--- src/rtl/s2_rr_arbiter_pkg.sv ---
// s2_rr_arbiter_pkg: shared types for the S2 round-robin arbiter
package s2_rr_arbiter_pkg;
   typedef enum logic [1:0] {IDLE, DRIVE, SAMPLE, RESP} state_e;
   typedef struct packed {logic d11, d10, d01, d00;} dat_t;
   typedef struct packed {logic b1, b0, a1, a0;} sel_t;
endpackage

--- src/rtl/s2_rr_arbiter_rr_pick.sv ---
// s2_rr_arbiter_rr_pick: combinational round-robin winner search starting at ptr
module s2_rr_arbiter_rr_pick
   import s2_rr_arbiter_pkg::*;
#(
   parameter int N_REQ = 4,
   parameter int IDW = $clog2(N_REQ)
) (
   input  logic [N_REQ-1:0] req_i,
   input  logic [IDW-1:0]   ptr_i,
   output logic [IDW-1:0]   win_o,
   output logic             vld_o
);
   logic [IDW-1:0] idx;
   // scan from the farthest position back to ptr so the nearest requester wins
   always_comb begin
      win_o = '0;
      vld_o = 1'b0;
      idx = '0;
      for (int k = N_REQ - 1; k >= 0; k--) begin
         idx = IDW'((int'(ptr_i) + k) % N_REQ);
         if (req_i[idx]) begin
            win_o = idx;
            vld_o = 1'b1;
         end
      end
   end
endmodule

--- src/rtl/s2_rr_arbiter.sv ---
// s2_rr_arbiter: shares one S2 mux-flop cell between N_REQ requesters via round-robin sequencing
module s2_rr_arbiter
   import s2_rr_arbiter_pkg::*;
#(
   parameter int N_REQ = 4,
   parameter int IDW = $clog2(N_REQ)
) (
   input  logic               clk,
   input  logic               clr_ni,
   input  logic [N_REQ-1:0]   req_i,
   input  logic [4*N_REQ-1:0] req_d_i,
   input  logic [4*N_REQ-1:0] req_sel_i,
   output logic [N_REQ-1:0]   gnt_o,
   output logic [3:0]         cell_d_o,
   output logic [3:0]         cell_sel_o,
   output logic               cell_clr_o,
   input  logic               cell_out_i,
   output logic               rsp_valid_o,
   input  logic               rsp_ready_i,
   output logic               rsp_data_o,
   output logic [IDW-1:0]     rsp_id_o
);
   state_e         state_q, state_d;
   logic [IDW-1:0] ptr_q, ptr_d, id_q, id_d, rsp_id_q, rsp_id_d, win;
   logic [N_REQ-1:0] gnt_q, gnt_d;
   dat_t           cell_d_q, cell_d_d;
   sel_t           cell_sel_q, cell_sel_d;
   logic           rsp_valid_q, rsp_valid_d, rsp_data_q, rsp_data_d, win_vld;

   s2_rr_arbiter_rr_pick #(.N_REQ(N_REQ), .IDW(IDW)) u_pick (
      .req_i(req_i),
      .ptr_i(ptr_q),
      .win_o(win),
      .vld_o(win_vld)
   );

   // sequencing: grant, let the cell register, capture its output, hand it off
   always_comb begin
      state_d     = state_q;
      ptr_d       = ptr_q;
      id_d        = id_q;
      gnt_d       = '0;
      cell_d_d    = cell_d_q;
      cell_sel_d  = cell_sel_q;
      rsp_valid_d = rsp_valid_q;
      rsp_data_d  = rsp_data_q;
      rsp_id_d    = rsp_id_q;
      case (state_q)
         IDLE: if (win_vld) begin
            gnt_d      = N_REQ'(1) << win;
            cell_d_d   = req_d_i[{win, 2'b00} +: 4];
            cell_sel_d = req_sel_i[{win, 2'b00} +: 4];
            id_d       = win;
            ptr_d      = (int'(win) == N_REQ - 1) ? '0 : win + 1'b1;
            state_d    = DRIVE;
         end
         DRIVE: state_d = SAMPLE;
         SAMPLE: begin
            rsp_data_d  = cell_out_i;
            rsp_id_d    = id_q;
            rsp_valid_d = 1'b1;
            state_d     = RESP;
         end
         RESP: if (rsp_ready_i) begin
            rsp_valid_d = 1'b0;
            state_d     = IDLE;
         end
         default: state_d = IDLE;
      endcase
   end

   // state and datapath registers; reset aborts any transaction in flight
   always_ff @(posedge clk or negedge clr_ni) begin
      if (!clr_ni) begin
         state_q     <= IDLE;
         ptr_q       <= '0;
         id_q        <= '0;
         gnt_q       <= '0;
         cell_d_q    <= '0;
         cell_sel_q  <= '0;
         rsp_valid_q <= 1'b0;
         rsp_data_q  <= 1'b0;
         rsp_id_q    <= '0;
      end else begin
         state_q     <= state_d;
         ptr_q       <= ptr_d;
         id_q        <= id_d;
         gnt_q       <= gnt_d;
         cell_d_q    <= cell_d_d;
         cell_sel_q  <= cell_sel_d;
         rsp_valid_q <= rsp_valid_d;
         rsp_data_q  <= rsp_data_d;
         rsp_id_q    <= rsp_id_d;
      end
   end

   assign gnt_o       = gnt_q;
   assign cell_d_o    = cell_d_q;
   assign cell_sel_o  = cell_sel_q;
   assign cell_clr_o  = ~clr_ni;
   assign rsp_valid_o = rsp_valid_q;
   assign rsp_data_o  = rsp_data_q;
   assign rsp_id_o    = rsp_id_q;
endmodule

--- config.mk ---
export PLATFORM = sky130hd
export DESIGN_NAME = s2_rr_arbiter
export DESIGN_NICKNAME = d
export VERILOG_FILES = /design/src/rtl/s2_rr_arbiter_pkg.sv /design/src/rtl/s2_rr_arbiter_rr_pick.sv /design/src/rtl/s2_rr_arbiter.sv
export SDC_FILE = /design/constraint.sdc
export NUM_CORES = 1
export LEC_CHECK = 0
export ABC_AREA = 0
export CORE_AREA = 2 2 72 47
export DETAILED_ROUTE_END_ITERATION = 10
export DIE_AREA = 0 0 74 49
export PLACE_DENSITY = 0.8
export REMOVE_ABC_BUFFERS = 1
export SYNTH_ARGS = -nofsm -noshare
export SYNTH_HDL_FRONTEND = slang
export SYNTH_SLANG_ARGS = --single-unit
export TNS_END_PERCENT = 30
--- constraint.sdc ---
create_clock -name clk -period 2.8 [get_ports clk]
set_clock_uncertainty 0.1 [all_clocks]
set_input_delay 0.7 -clock clk [delete_from_list [all_inputs] [get_ports clk]]
set_output_delay 0.7 -clock clk [all_outputs]
set_load 0.03 [all_outputs]
**After elaboration in Yosys (flattened, before gate mapping)**

Index checks and enable logic that the tools add are counted.

- Bits in registers: 22
- Input port bits: 40
- Output and inout port bits: 17
- Word-level logic and storage cells: 62

- Add/subtract/negate cells: 4
- Magnitude comparators: 4
- Eq/ne operators: 6
- Shifts and indexed selects: 3
- Muxes and demuxes: 24
- Bitwise operators: 1
- Reduce and logical (&&, ||, !) cells: 5

Operators by type and width:

| kind | count |
|---|---|
| $shiftx A16 B5 Y4 | 2 |
| $mux W2 | 7 |
| $lt A2 B3 Y1 const B | 4 |
| $mux W1 | 9 |
| $bmux W1 S2 | 4 |
| $mux W4 | 2 |
| $pmux W2 S4 | 1 |
| $reduce_and A2 Y1 | 3 |
| $add A2 B1 Y2 const B | 2 |
| $add A2 B2 Y2 const B | 2 |
| $eq A2 B1 Y1 const B | 2 |
| $eq A2 B2 Y1 const B | 2 |
| $shl A1 B2 Y4 const A | 1 |
| $logic_not A2 Y1 | 1 |
| $ne A2 B1 Y1 const B | 1 |
| $ne A2 B2 Y1 const B | 1 |
| $pmux W1 S2 | 1 |
| $reduce_bool A2 Y1 | 1 |
| $not A1 Y1 | 1 |

**Longest topological paths before layout**

- Word-level depth: 10
- Mapped depth: 8
- Mapped depth without buffers: 7

**By module**

Synthesis repeated with hierarchy kept, for this count alone.

- Cells, all modules: 109
- Area total of the unflattened synthesis: 1198.6 um2

By module, submodules not included:

| module | instances | cells an instance | area an instance (um2) |
|---|---|---|---|
| s2_rr_arbiter | 1 | 96 | 1121.1 |
| s2_rr_arbiter_rr_pick | 1 | 13 | 77.6 |

**Worst setup path before layout**

No wires, ideal clock.

- Path kind: input to register
- Start point: in req_i[1]
- End point: reg cell_d_q, in the netlist cell_d_o[0]
- Arrival: 1.871 ns
- Required time: 2.576 ns
- Slack: 0.705 ns
- Cell stages on the path: 7
- Buffers on the path: 2
- Path through: mux2_4 o221ai_2 buf_6 buf_12 mux2i_1 nor3_1 a211o_1

- Cells in the longest elaborated chain, start to end: 7
- Elaborated cells between the ends (all ways): 18

Ends and longest elaborated chain:

| element | RTL line | RTL |
|---|---|---|
| start, declared | s2_rr_arbiter.sv:10 | `input logic [N_REQ-1:0] req_i,` |
| $bmux W1 S2 | s2_rr_arbiter_rr_pick.sv:21 | `if (req_i[idx]) begin` |
| $mux W1 (not written as such) | s2_rr_arbiter_rr_pick.sv:21 |  |
| $mux W2 or $mux W1 (tied branches) (4 in a row) | s2_rr_arbiter_rr_pick.sv:21 |  |
| $shiftx A16 B5 Y4 or $reduce_and A2 Y1 (tied branches) | n/a |  |
| end signal, assigned | s2_rr_arbiter.sv:89 | `cell_d_q <= cell_d_d;` |
| end, declared | s2_rr_arbiter.sv:26 | `dat_t cell_d_q, cell_d_d;` |

Several ways; a longest one is shown, not always the timed one. The select of a mux whose other input is x is not followed.
A chain may end at the register's enable or synchronous reset.

**Final worst setup path**

- Start point: in clr_ni
- End point: out cell_clr_o

- Cells in the longest elaborated chain, start to end: 1

Ends and longest elaborated chain:

| element | RTL line | RTL |
|---|---|---|
| start, declared | s2_rr_arbiter.sv:9 | `input logic clr_ni,` |
| $not A1 Y1 | s2_rr_arbiter.sv:100 | `assign cell_clr_o = ~clr_ni;` |
| end, declared | s2_rr_arbiter.sv:16 | `output logic cell_clr_o,` |

Every way passes these cells.

==> impl_metrics.toml <==
[status]
status = "complete, no violations"

[sta]
tns_ns = 0
hold_violations = 0
fmaxAchievable_mhz = 375
tightest_slew_ns = 0.487
rsz0062_at_grt = "false"
maxSlewHeadroom_pct = 67.2
final.period_utilization_pct = 95.2
setup_violations = 0
slew_viol_final = 0
period_minus_slack_ns = 2.67

[critical_path]
cp_max_fo = 2
cp.required_ns = 2.00
r2r_setup_slack_ns = 0.77
reg2reg_from = "ptr_q[1]$_DFFE_PN0P_"
path_buf_inv = 3
critPathCaptureType = "primary output"
reg2reg_to = "cell_d_o[1]$_DFFE_PN0P_"
rr_worst_depth = 6
start_kind = "primary input"
crit_top_cell = "clkdlybuf4s50_1"
path_cells = "clkdlybuf4s50_1, inv_1, clkdlybuf4s50_1"
slowest_delay_ns = 0.66
path_delay_family = "buffers and inverters"
cp.arrival_ns = 1.87
critical_path_class = "in -> out"
worst_path_max_delay_cell = "clkdlybuf4s50_1"

[layout]
filler_cell_count = 246
final_nets = 218
final_util_pct = 62.9
stdcell_count = 218
fin_area_mm2 = 0.00190
drive_gt1_share_pct = 8.67
syn_to_final_growth_pct = 53.3
n_antenna_cell = 0

[synth]
yosysSeqAreaShare_pct = 44.4
synthFlopType = "dfrtp_1"
synthTopCellsByCount = "22 x dfrtp_1, 19 x nor3_1, 16 x mux2i_1, 8 x a211o_1, 8 x inv_1"
synth.most_common_cell = "dfrtp_1"
syn_area_per_cell_um2 = 10.7
synth_top_area_share_pct = 44.4
syn_inst = 116
synth_top_area_cell = "dfrtp_1"
ys_top_cells_by_area = "dfrtp_1 44%, mux2i_1 13%, nor3_1 7.7%"
synth_warnings = 0
ys_ff_latch = 22
synth_edf_count = 0
synth_area_mm2 = 0.00124
yosysUniqueCellTypes = 26
async_flop_share_pct = 100

[pwr]
powerDensity_mw_per_mm2 = 984
p_sw_mw = 0.763
vdd_ir_drop_max_mv = 0.517
pwr-share-comb_pct = 58.4
leakage_nw = 0.892
clockPowerShare_pct = 12.1
swShare_pct = 40.8
p_seq_share_pct = 29.5
p_int_mw = 1.11
p_total_mw = 1.87

[global_routing]
grt_pass1_wl_um = 4680
overflow = 0
grt_pass1_vias = 1045
grt_max_degree = 35
antenna_found_initial = 0
grt_usage_pct = 17.0

[place]
place_area_mm2 = 0.00185
dp_cells = 214
port_buffers = 56
hpwl_um = 2310
gp_congestion = 0.712

[route]
routed_via_density = 4.99
wirelength_um = 2990
dr.first_iter.drc_count = 21
dr_wl_met2_um = 1420
antenna_left = 0
wl_per_cell_um = 13.7
route.detailed.drc = 0
dr_wl_met3_um = 267
dr_total_vias = 1087
wl_met1_um = 1310
routed.top_layer = "met3"
first_pass_iters = 3

[worst_hold_path]
whs_path_depth = 1
min-delay-start = "cell_d_o[3]$_DFFE_PN0P_"
min_to = "cell_d_o[3]$_DFFE_PN0P_"
hold_path.class = "reg -> reg"

[clock_tree]
htreeDepth = 1
cts-buffers-inserted = 3
clockBufferDepth = 2
cts_tree = "done"
clock_sinks = 22
postCtsSetupRepairBufs = 0
ctsHoldBuffers = 0
clock-root-buffer = "clkbuf_8"
cts_resized = 0
clkLatencyLatePin_ns = 0.26
clk_pin_slew_ns = 0.08

[floorplan]
core-area_mm2 = 0.00302
die_area_mm2 = 0.00363
rows = 16
ioPinCount = 57
fp.dieW_um = 74
dieHeight_um = 49
initial_core_util_pct = 41.0

[job]
drv_cap = 0
[kinds of logic after synthesis]
family	synth area share (%)
simple gates	13.3
flops	44.4
compound gates	13.0
mux	16.9
buf+inv	8.38
fa+ha+maj	4.04
[how the worst max path moves through the flow]
stage | startpoint | end | slack, ns | depth (start not counted)
after floorplan | req_i[1] | ptr_q[0]$_DFFE_PN0P_ | 0.21 | 5
after global placement | clr_ni | cell_clr_o | 0.11 | 3
after detailed placement | req_i[0] | ptr_q[0]$_DFFE_PN0P_ | 0.01 | 7
after CTS | clr_ni | cell_clr_o | 0.13 | 3
after global routing | clr_ni | cell_clr_o | 0.08 | 3
final | clr_ni | cell_clr_o | 0.13 | 3
[power groups by stage]
stage | sequential, mW | clock [mW] | combinational (mW)
final | 0.551 | 0.226 | 1.09
after global routing | 0.568 | 0.242 | 1.17
after CTS | 0.553 | 0.232 | 1.10
after detailed placement | 0.558 | 0 | 1.10
after global placement | 0.552 | 0 | 1.06
after floorplan | 0.734 | 0 | 0.472
[flip-flops by register name, summed over array words and instances (netlist names)]
signal / cells
cell_sel_o: 4
ptr_q: 2
state_q: 2
cell_d_o: 4
gnt_o: 4
id_q: 2
rsp_valid_o: 1
rsp_data_o: 1
rsp_id_o: 2
[cell usage in the layout (no fill, tap or decap)]
cell type	n
clkdlybuf4s50_1	56
o22ai_1	2
a21boi_0	1
nor3_1	19
o32a_1	1
mux2i_1	16
clkbuf_8	4
a211o_1	8
o221ai_2	1
and2_1	1
or3b_1	1
o31ai_1	1
a21oi_1	3
mux2_2	3
o21ai_0	3
nand2b_1	1
nor2b_1	2
a21o_2	1
nor2_1	1
buf_4	3
ha_1	4
nor4_1	1
mux2_4	1
inv_1	8
buf_12	2
dfrtp_1	22
nand2_1	7
[cell type report]
type,instances,area (um2),share of cell area (%)
flip-flops and latches,22,551,29.0
multi-input cells,78,586,30.8
well taps,45,56.3,2.96
clock buffers,4,55.1,2.90
repair buffers,61,623,32.8
inverters,8,30.0,1.58
[per-stage QoR]
stage	setup WS [ns]	hold WS, ns
2_1_floorplan	0.207	0.304
4_1_cts	0.129	0.394
3_3_place_gp	0.114	0.370
6_report	0.135	0.389
5_1_grt	0.0842	0.407
3_5_place_dp	0.0130	0.375
[layer usage]
| layer | GRT usage [%] | vias up |
|---|---|---|
| met5 | 0 | - |
| met4 | 3.94 | 0 |
| met3 | 5.99 | 0 |
| met2 | 28.6 | 44 |
| met1 | 20.9 | 508 |
| li1 | - | 535 |
Note: power is estimated with default switching activity, not from simulation.
